===== src/rtl/load_writeback.sv =====
// Multi-cycle load unit: issues one word read on a waitrequest-style data bus,
// then extracts/extends/merges the returned word into a single register-file write.
module load_writeback #(
  parameter int ADDR_W = 5,
  parameter int DATA_W = 32
) (
  input  logic              clk,
  input  logic              reset_i,
  input  logic              start_i,
  input  logic [2:0]        funct_i,
  input  logic [ADDR_W-1:0] dest_i,
  input  logic [1:0]        byte_off_i,
  input  logic [DATA_W-1:0] rt_data_i,
  input  logic              mem_waitrequest_i,
  input  logic [DATA_W-1:0] mem_readdata_i,
  output logic              mem_read_o,
  output logic              busy_o,
  output logic              done_o,
  output logic [ADDR_W-1:0] addr_3_o,
  output logic [DATA_W-1:0] write_data_3_o,
  output logic              write_enable_o
);

  typedef enum logic [1:0] {S_IDLE, S_REQ, S_WRITE} state_t;

  typedef enum logic [2:0] {
    F_LB  = 3'd0,
    F_LBU = 3'd1,
    F_LH  = 3'd2,
    F_LHU = 3'd3,
    F_LW  = 3'd4,
    F_LWL = 3'd5,
    F_LWR = 3'd6,
    F_INV = 3'd7
  } funct_t;

  state_t              state, state_n;
  funct_t              funct_q;
  logic [ADDR_W-1:0]   dest_q;
  logic [1:0]          off_q;
  logic [DATA_W-1:0]   rt_q;
  logic [DATA_W-1:0]   data_q;
  logic [DATA_W-1:0]   result;
  logic [7:0]          byte_v;
  logic [15:0]         half_v;

  // NOTE: sequential state uses non-blocking assignments so every register
  // samples the pre-edge values, independent of statement order.
  always_ff @(posedge clk or posedge reset_i) begin
    if (reset_i) begin
      state   <= S_IDLE;
      funct_q <= F_LB;
      dest_q  <= '0;
      off_q   <= '0;
      rt_q    <= '0;
      data_q  <= '0;
    end else begin
      state <= state_n;
      if (state == S_IDLE && start_i) begin
        funct_q <= funct_t'(funct_i);
        dest_q  <= dest_i;
        off_q   <= byte_off_i;
        rt_q    <= rt_data_i;
      end
      if (state == S_REQ && !mem_waitrequest_i) begin
        data_q <= mem_readdata_i;
      end
    end
  end

  // NOTE: every always_comb output gets a default first, so no path through
  // the case statements can leave a signal unassigned and infer a latch.
  always_comb begin
    state_n = state;
    unique case (state)
      S_IDLE:  if (start_i) state_n = S_REQ;
      S_REQ:   if (!mem_waitrequest_i) state_n = S_WRITE;
      S_WRITE: state_n = S_IDLE;
      default: state_n = S_IDLE;
    endcase
  end

  // Lane extraction works from the captured word only, never from the bus.
  always_comb begin
    byte_v = data_q[7:0];
    unique case (off_q)
      2'd0: byte_v = data_q[7:0];
      2'd1: byte_v = data_q[15:8];
      2'd2: byte_v = data_q[23:16];
      2'd3: byte_v = data_q[31:24];
      default: byte_v = data_q[7:0];
    endcase
    half_v = off_q[1] ? data_q[31:16] : data_q[15:0];
  end

  // LWL/LWR: memory bytes fill one end of rt, the remaining rt bytes are kept.
  always_comb begin
    result = '0;
    unique case (funct_q)
      F_LB:  result = {{24{byte_v[7]}}, byte_v};
      F_LBU: result = {24'h0, byte_v};
      F_LH:  result = {{16{half_v[15]}}, half_v};
      F_LHU: result = {16'h0, half_v};
      F_LW:  result = data_q;
      F_LWL: begin
        unique case (off_q)
          2'd0: result = {data_q[7:0],  rt_q[23:0]};
          2'd1: result = {data_q[15:0], rt_q[15:0]};
          2'd2: result = {data_q[23:0], rt_q[7:0]};
          default: result = data_q;
        endcase
      end
      F_LWR: begin
        unique case (off_q)
          2'd1: result = {rt_q[31:24], data_q[31:8]};
          2'd2: result = {rt_q[31:16], data_q[31:16]};
          2'd3: result = {rt_q[31:8],  data_q[31:24]};
          default: result = data_q;
        endcase
      end
      default: result = '0;
    endcase
  end

  always_comb begin
    mem_read_o     = 1'b0;
    busy_o         = 1'b0;
    done_o         = 1'b0;
    addr_3_o       = '0;
    write_data_3_o = '0;
    write_enable_o = 1'b0;
    unique case (state)
      S_REQ: begin
        mem_read_o = 1'b1;
        busy_o     = 1'b1;
      end
      S_WRITE: begin
        busy_o         = 1'b1;
        done_o         = 1'b1;
        addr_3_o       = dest_q;
        write_data_3_o = result;
        write_enable_o = (dest_q != '0) && (funct_q != F_INV);
      end
      default: ;
    endcase
  end

endmodule


===== config.mk =====
export PLATFORM = sky130hd
export DESIGN_NAME = load_writeback
export DESIGN_NICKNAME = d
export VERILOG_FILES = /design/src/rtl/load_writeback.sv
export SDC_FILE = /design/constraint.sdc
export NUM_CORES = 1
export LEC_CHECK = 0
export CAP_MARGIN = 20
export CORE_ASPECT_RATIO = 1.5
export CORE_MARGIN = 3
export CORE_UTILIZATION = 35
export CTS_CLUSTER_DIAMETER = 80
export DETAILED_ROUTE_END_ITERATION = 12
export SLEW_MARGIN = 20
export SYNTH_ARGS = -nofsm -noshare
export SYNTH_HDL_FRONTEND = slang
export SYNTH_SLANG_ARGS = --single-unit

===== constraint.sdc =====
create_clock -name clk -period 2.9 [get_ports clk]
set_input_delay 0.435 -clock clk [delete_from_list [all_inputs] [get_ports clk]]
set_output_delay 0.435 -clock clk [all_outputs]
set_load 0.05 [all_outputs]

==> results of run 1 <==
power by group through the flow:
stage | sequential [mW] | clock [mW] | combinational [mW]
2_1_floorplan | 1.99 | 0 | 3.66
3_3_place_gp | 2.34 | 0 | 4.78
3_5_place_dp | 2.37 | 0 | 4.87
4_1_cts | 2.35 | 1.17 | 4.90
5_1_grt | 2.44 | 1.21 | 5.26
6_report | 2.37 | 1.14 | 4.92
cell families (layout without fill, tap and decap cells):
logic type,count (synthesis),count (layout)
buffers and inverters,41,152
and+or+nand+nor,72,72
muxes,152,152
adders and majority gates,4,4
AOI/OAI and AO/OA,116,116
DFF,76,76
flip-flops by register name, indices dropped and copies added, names as in the netlist:
register	flops
data_q	32
rt_q	32
dest_q	5
funct_q	3
off_q	2
state	2
area by class of cell:
type,count,share of cell area
clock inverter,6,0.00878
sequential,76,0.273
tap,192,0.0344
multi-input combinational,344,0.411
clock buffer,10,0.0342
timing repair buffer,133,0.237
inverter,3,0.00161
cell usage after synthesis, types with 8 or more instances:
master and count:
sky130_fd_sc_hd__mux2i_1 60, sky130_fd_sc_hd__buf_6 9, sky130_fd_sc_hd__clkbuf_1 8, sky130_fd_sc_hd__a21oi_1 18, sky130_fd_sc_hd__o2bb2ai_1 12, sky130_fd_sc_hd__buf_2 16, sky130_fd_sc_hd__a22oi_1 14, sky130_fd_sc_hd__nor2_1 17
sky130_fd_sc_hd__a31oi_1 25, sky130_fd_sc_hd__dfrtp_1 76, sky130_fd_sc_hd__o21ai_0 25, sky130_fd_sc_hd__nand2_1 29, sky130_fd_sc_hd__mux2_2 87
how the worst max path moves through the flow:
stage / startpoint / endpoint / slack (ps)
global placement: off_q[0] / write_data_3_o[9] / 420
detailed placement: off_q[0] / write_data_3_o[9] / 450
CTS: off_q[0] / write_data_3_o[9] / 70
finish: off_q[0] / write_data_3_o[9] / 6
global route: off_q[0] / write_data_3_o[9] / -50
floorplan: state[0] / write_data_3_o[30] / 190
cells in the final DEF (no fill, tap or decap), types with 4 or more instances in the layout:
cell type and n:
sky130_fd_sc_hd__mux2_2 87, sky130_fd_sc_hd__clkdlybuf4s50_1 85, sky130_fd_sc_hd__dfrtp_1 74, sky130_fd_sc_hd__mux2i_1 60
sky130_fd_sc_hd__buf_12 35, sky130_fd_sc_hd__nand2_1 28, sky130_fd_sc_hd__o21ai_0 25, sky130_fd_sc_hd__a31oi_1 23
sky130_fd_sc_hd__a21oi_1 18, sky130_fd_sc_hd__nor2_1 17, sky130_fd_sc_hd__a22oi_1 14, sky130_fd_sc_hd__o2bb2ai_1 12
sky130_fd_sc_hd__buf_4 11, sky130_fd_sc_hd__clkbuf_16 9, sky130_fd_sc_hd__and2_1 7, sky130_fd_sc_hd__o211ai_1 7
sky130_fd_sc_hd__a221oi_1 6, sky130_fd_sc_hd__nor2b_1 4, sky130_fd_sc_hd__ha_1 4
routing by layer:
metal,global-route usage,vias to the layer above
li1,-,1957
met2,0.356,137
met3,0.0280,34
met5,0,-
met4,0.101,0
met1,0.219,2129
through the flow:
stage | cells | area, µm²
4_1_cts | 764 | 6960
6_report | 764 | 6990
2_1_floorplan | 461 | 5020
3_3_place_gp | 748 | 6660
5_1_grt | 764 | 6990
3_5_place_dp | 748 | 6660
worst max-delay path, cell delays in order (launching register included):
cell	delay, ps
sky130_fd_sc_hd__dfrtp_2	560
sky130_fd_sc_hd__mux2i_1	150
sky130_fd_sc_hd__mux2i_1	340
sky130_fd_sc_hd__nand3b_1	430
sky130_fd_sc_hd__a31oi_1	450
sky130_fd_sc_hd__buf_12	190
==> flow_summary.rst, run 1 <==
.. list-table::
   :header-rows: 1

   * - Metric
     - Value
   * - Parity-gate share of the synthesized area counting xor and xnor cells
     - 0
   * - Async S/R FF share, synth
     - 1.00
   * - Setup repair after global routing missed its margin
     - true
   * - Cell chosen for the clock root
     - sky130_fd_sc_hd__clkbuf_16
   * - Reg-to-reg startpoint
     - state[1]
   * - Routed wire length
     - about 16000 µm
   * - Relative slew slack
     - 0.616
   * - Category of the most critical setup path
     - reg -> out
   * - Seq. cell area
     - between 1500 and 2000 µm²
   * - Resized cells post-CTS
     - 0
   * - Overall via count from detail_route
     - 4257
   * - Vias in the first global route
     - around 4500
   * - Initial antenna violation count
     - 0
   * - Crit path time final
     - just under 3000 ps
   * - Core Area
     - approximately 14000 µm²
   * - Overall die area
     - ~16000 µm²
   * - CTS tree
     - done
   * - Synthesized-area fraction occupied by and/or/nand/nor cells
     - 0.0733
   * - Number of detailed-route iterations in the first pass
     - 5
   * - Final max-slew violation count
     - 0
   * - Clock sinks
     - 76
   * - Die width
     - roughly 100 µm
   * - Met2 layer wire length in the routed design
     - about 8500 µm
   * - Post-synthesis instance total
     - between 400 and 500
   * - Height of the die
     - 153 µm
   * - Worst min-delay path category
     - in -> async
   * - Area fraction in compound gates after synthesis
     - 0.153
   * - Clock network fraction of design power
     - 0.136
   * - H-tree depth reported by CTS
     - 3
   * - Relative contribution of sequential cells to total power
     - 0.281
   * - Routed wl met3
     - between 500 and 600 µm
   * - Flop and latch count out of synthesis
     - 76
   * - Max-cap viol count
     - 0
   * - Post-Synthesis Net Count
     - approximately 540
   * - Maximum root-to-sink buffer count
     - 2
   * - Sw Pwr
     - between 3 and 4 mW
   * - Critical path fanouts, max
     - 13
   * - Top cells by area in the synthesized netlist
     - sky130_fd_sc_hd__dfrtp_1 38%, sky130_fd_sc_hd__mux2_2 20%, sky130_fd_sc_hd__mux2i_1 12%
   * - Setup slack of the worst register-to-register path
     - between 1000 and 1500 ps
   * - Endpoint of the worst register-to-register path
     - data_q[18]
   * - Clock latency on the worst-skew pair
     - ~340 ps
   * - Clock buffers created by TritonCTS
     - 9
   * - Dominant combinational cell family by area after synthesis
     - multiplexers
   * - Worst-case hold slack
     - between 400 and 500 ps
   * - Post-route setup slack
     - approximately 6 ps
   * - Combined area of all synthesized cells
     - 5020 µm²
   * - Remaining number of nets flagged by the antenna check after routing
     - 0
   * - Worst r2r path cells
     - 5
   * - Maximum clock frequency
     - 346 MHz
   * - Buffers inserted by post-CTS timing repair
     - 0
   * - Outcome
     - complete, no violations
   * - Period utilisation layout
     - 0.998
   * - Hold_buf cts
     - 0
   * - DRC violations left
     - 0
   * - CP required
     - around 2500 ps
   * - Number of warnings reported in the yosys synthesis log
     - 0
   * - Share of the yosys chip area belonging to registers
     - 0.379
   * - Maximum vdd ir drop
     - slightly above 0.8 mV
   * - Fraction of layout instances using a drive strength above 1
     - 0.292
   * - Final worst clock skew
     - approximately 7.3 ps
   * - Summed negative setup slack over all endpoints
     - 0 ps
   * - Routed met1 length
     - 5990 µm
   * - Share of the core filled with cells
     - 0.497
   * - Buffers on Ports
     - 118
   * - Area taken by multi-input logic gates
     - roughly 2900 µm²
   * - Sw Share
     - 0.450
   * - Detailed-route wire length per cell
     - slightly above 20 µm
   * - Post-CTS clock slew at the launch and capture registers of the worst setup and hold paths
     - roughly 60 ps
   * - Total congestion overflow after global routing
     - 0
   * - P_int
     - 4.63 mW
   * - Nets@finish
     - 649
   * - Count of endpoints failing hold in the final timing report
     - 0
   * - Adder-cell share of the synthesized area
     - 0.00998
   * - Wire length of the first global-routing pass
     - roughly 24000 µm
   * - Top layer reached by signal wires
     - met4
   * - Final RePlAce weighted congestion
     - between 0.8 and 0.9
   * - Violation count after the first detailed-routing iteration
     - 268
   * - Post-synth top area cell
     - sky130_fd_sc_hd__dfrtp_1
   * - Arrival time at the worst endpoint
     - 2460 ps
   * - IO Pins
     - between 100 and 150
   * - Mean instance size in the synthesized netlist
     - approximately 11 µm²
   * - Share of cell area taken by muxes after synthesis
     - 0.332
   * - N_diodes
     - 0
   * - Most frequently used flop master after synthesis
     - sky130_fd_sc_hd__dfrtp_1
   * - Measured slew at the worst slew-check pin
     - around 580 ps
   * - Number of core rows
     - between 50 and 60
   * - Starting utilization of the core area
     - 0.357
   * - Overall global routing resource usage
     - 0.195
   * - Setup crit end kind
     - output port
   * - Post-synth EDFFs
     - 0
   * - Pin count of the biggest net entering global routing
     - 77
   * - Count of cell types in the netlist
     - between 40 and 50
   * - Per-cell via count in the routed design
     - about 5.6
   * - Power per Cell Area
     - roughly 1200 nW/µm²
   * - Worst slack at placement
     - around 450 ps
   * - Type of origin of the critical path
     - flop
   * - DPL Wire Length
     - ~11000 µm
   * - Top-area cell type share of the netlist area
     - 0.379
   * - Leakage power of the design
     - ~2.8 nW
   * - Final Setup Violations
     - 0
   * - Pwr Total
     - approximately 8.4 mW
   * - Layout-stage area growth over the synthesis result
     - 39.3%
   * - Layout filler cell count
     - approximately 1300
   * - Share of power burned in combinational logic
     - 0.583
No activity file was read; power rests on OpenSTA's default activity.
==> inputs of run 2 (changes only) <==
--- a/config.mk
+++ b/config.mk
@@ -5,6 +5,7 @@
 export SDC_FILE = /design/constraint.sdc
 export NUM_CORES = 1
 export LEC_CHECK = 0
+export ABC_CLOCK_PERIOD_IN_PS = 2900
 export CAP_MARGIN = 20
 export CORE_ASPECT_RATIO = 1.5
 export CORE_MARGIN = 3
==> results of run 2 <==
No change in the layout: final DEF, timing and power equal those of run 1.
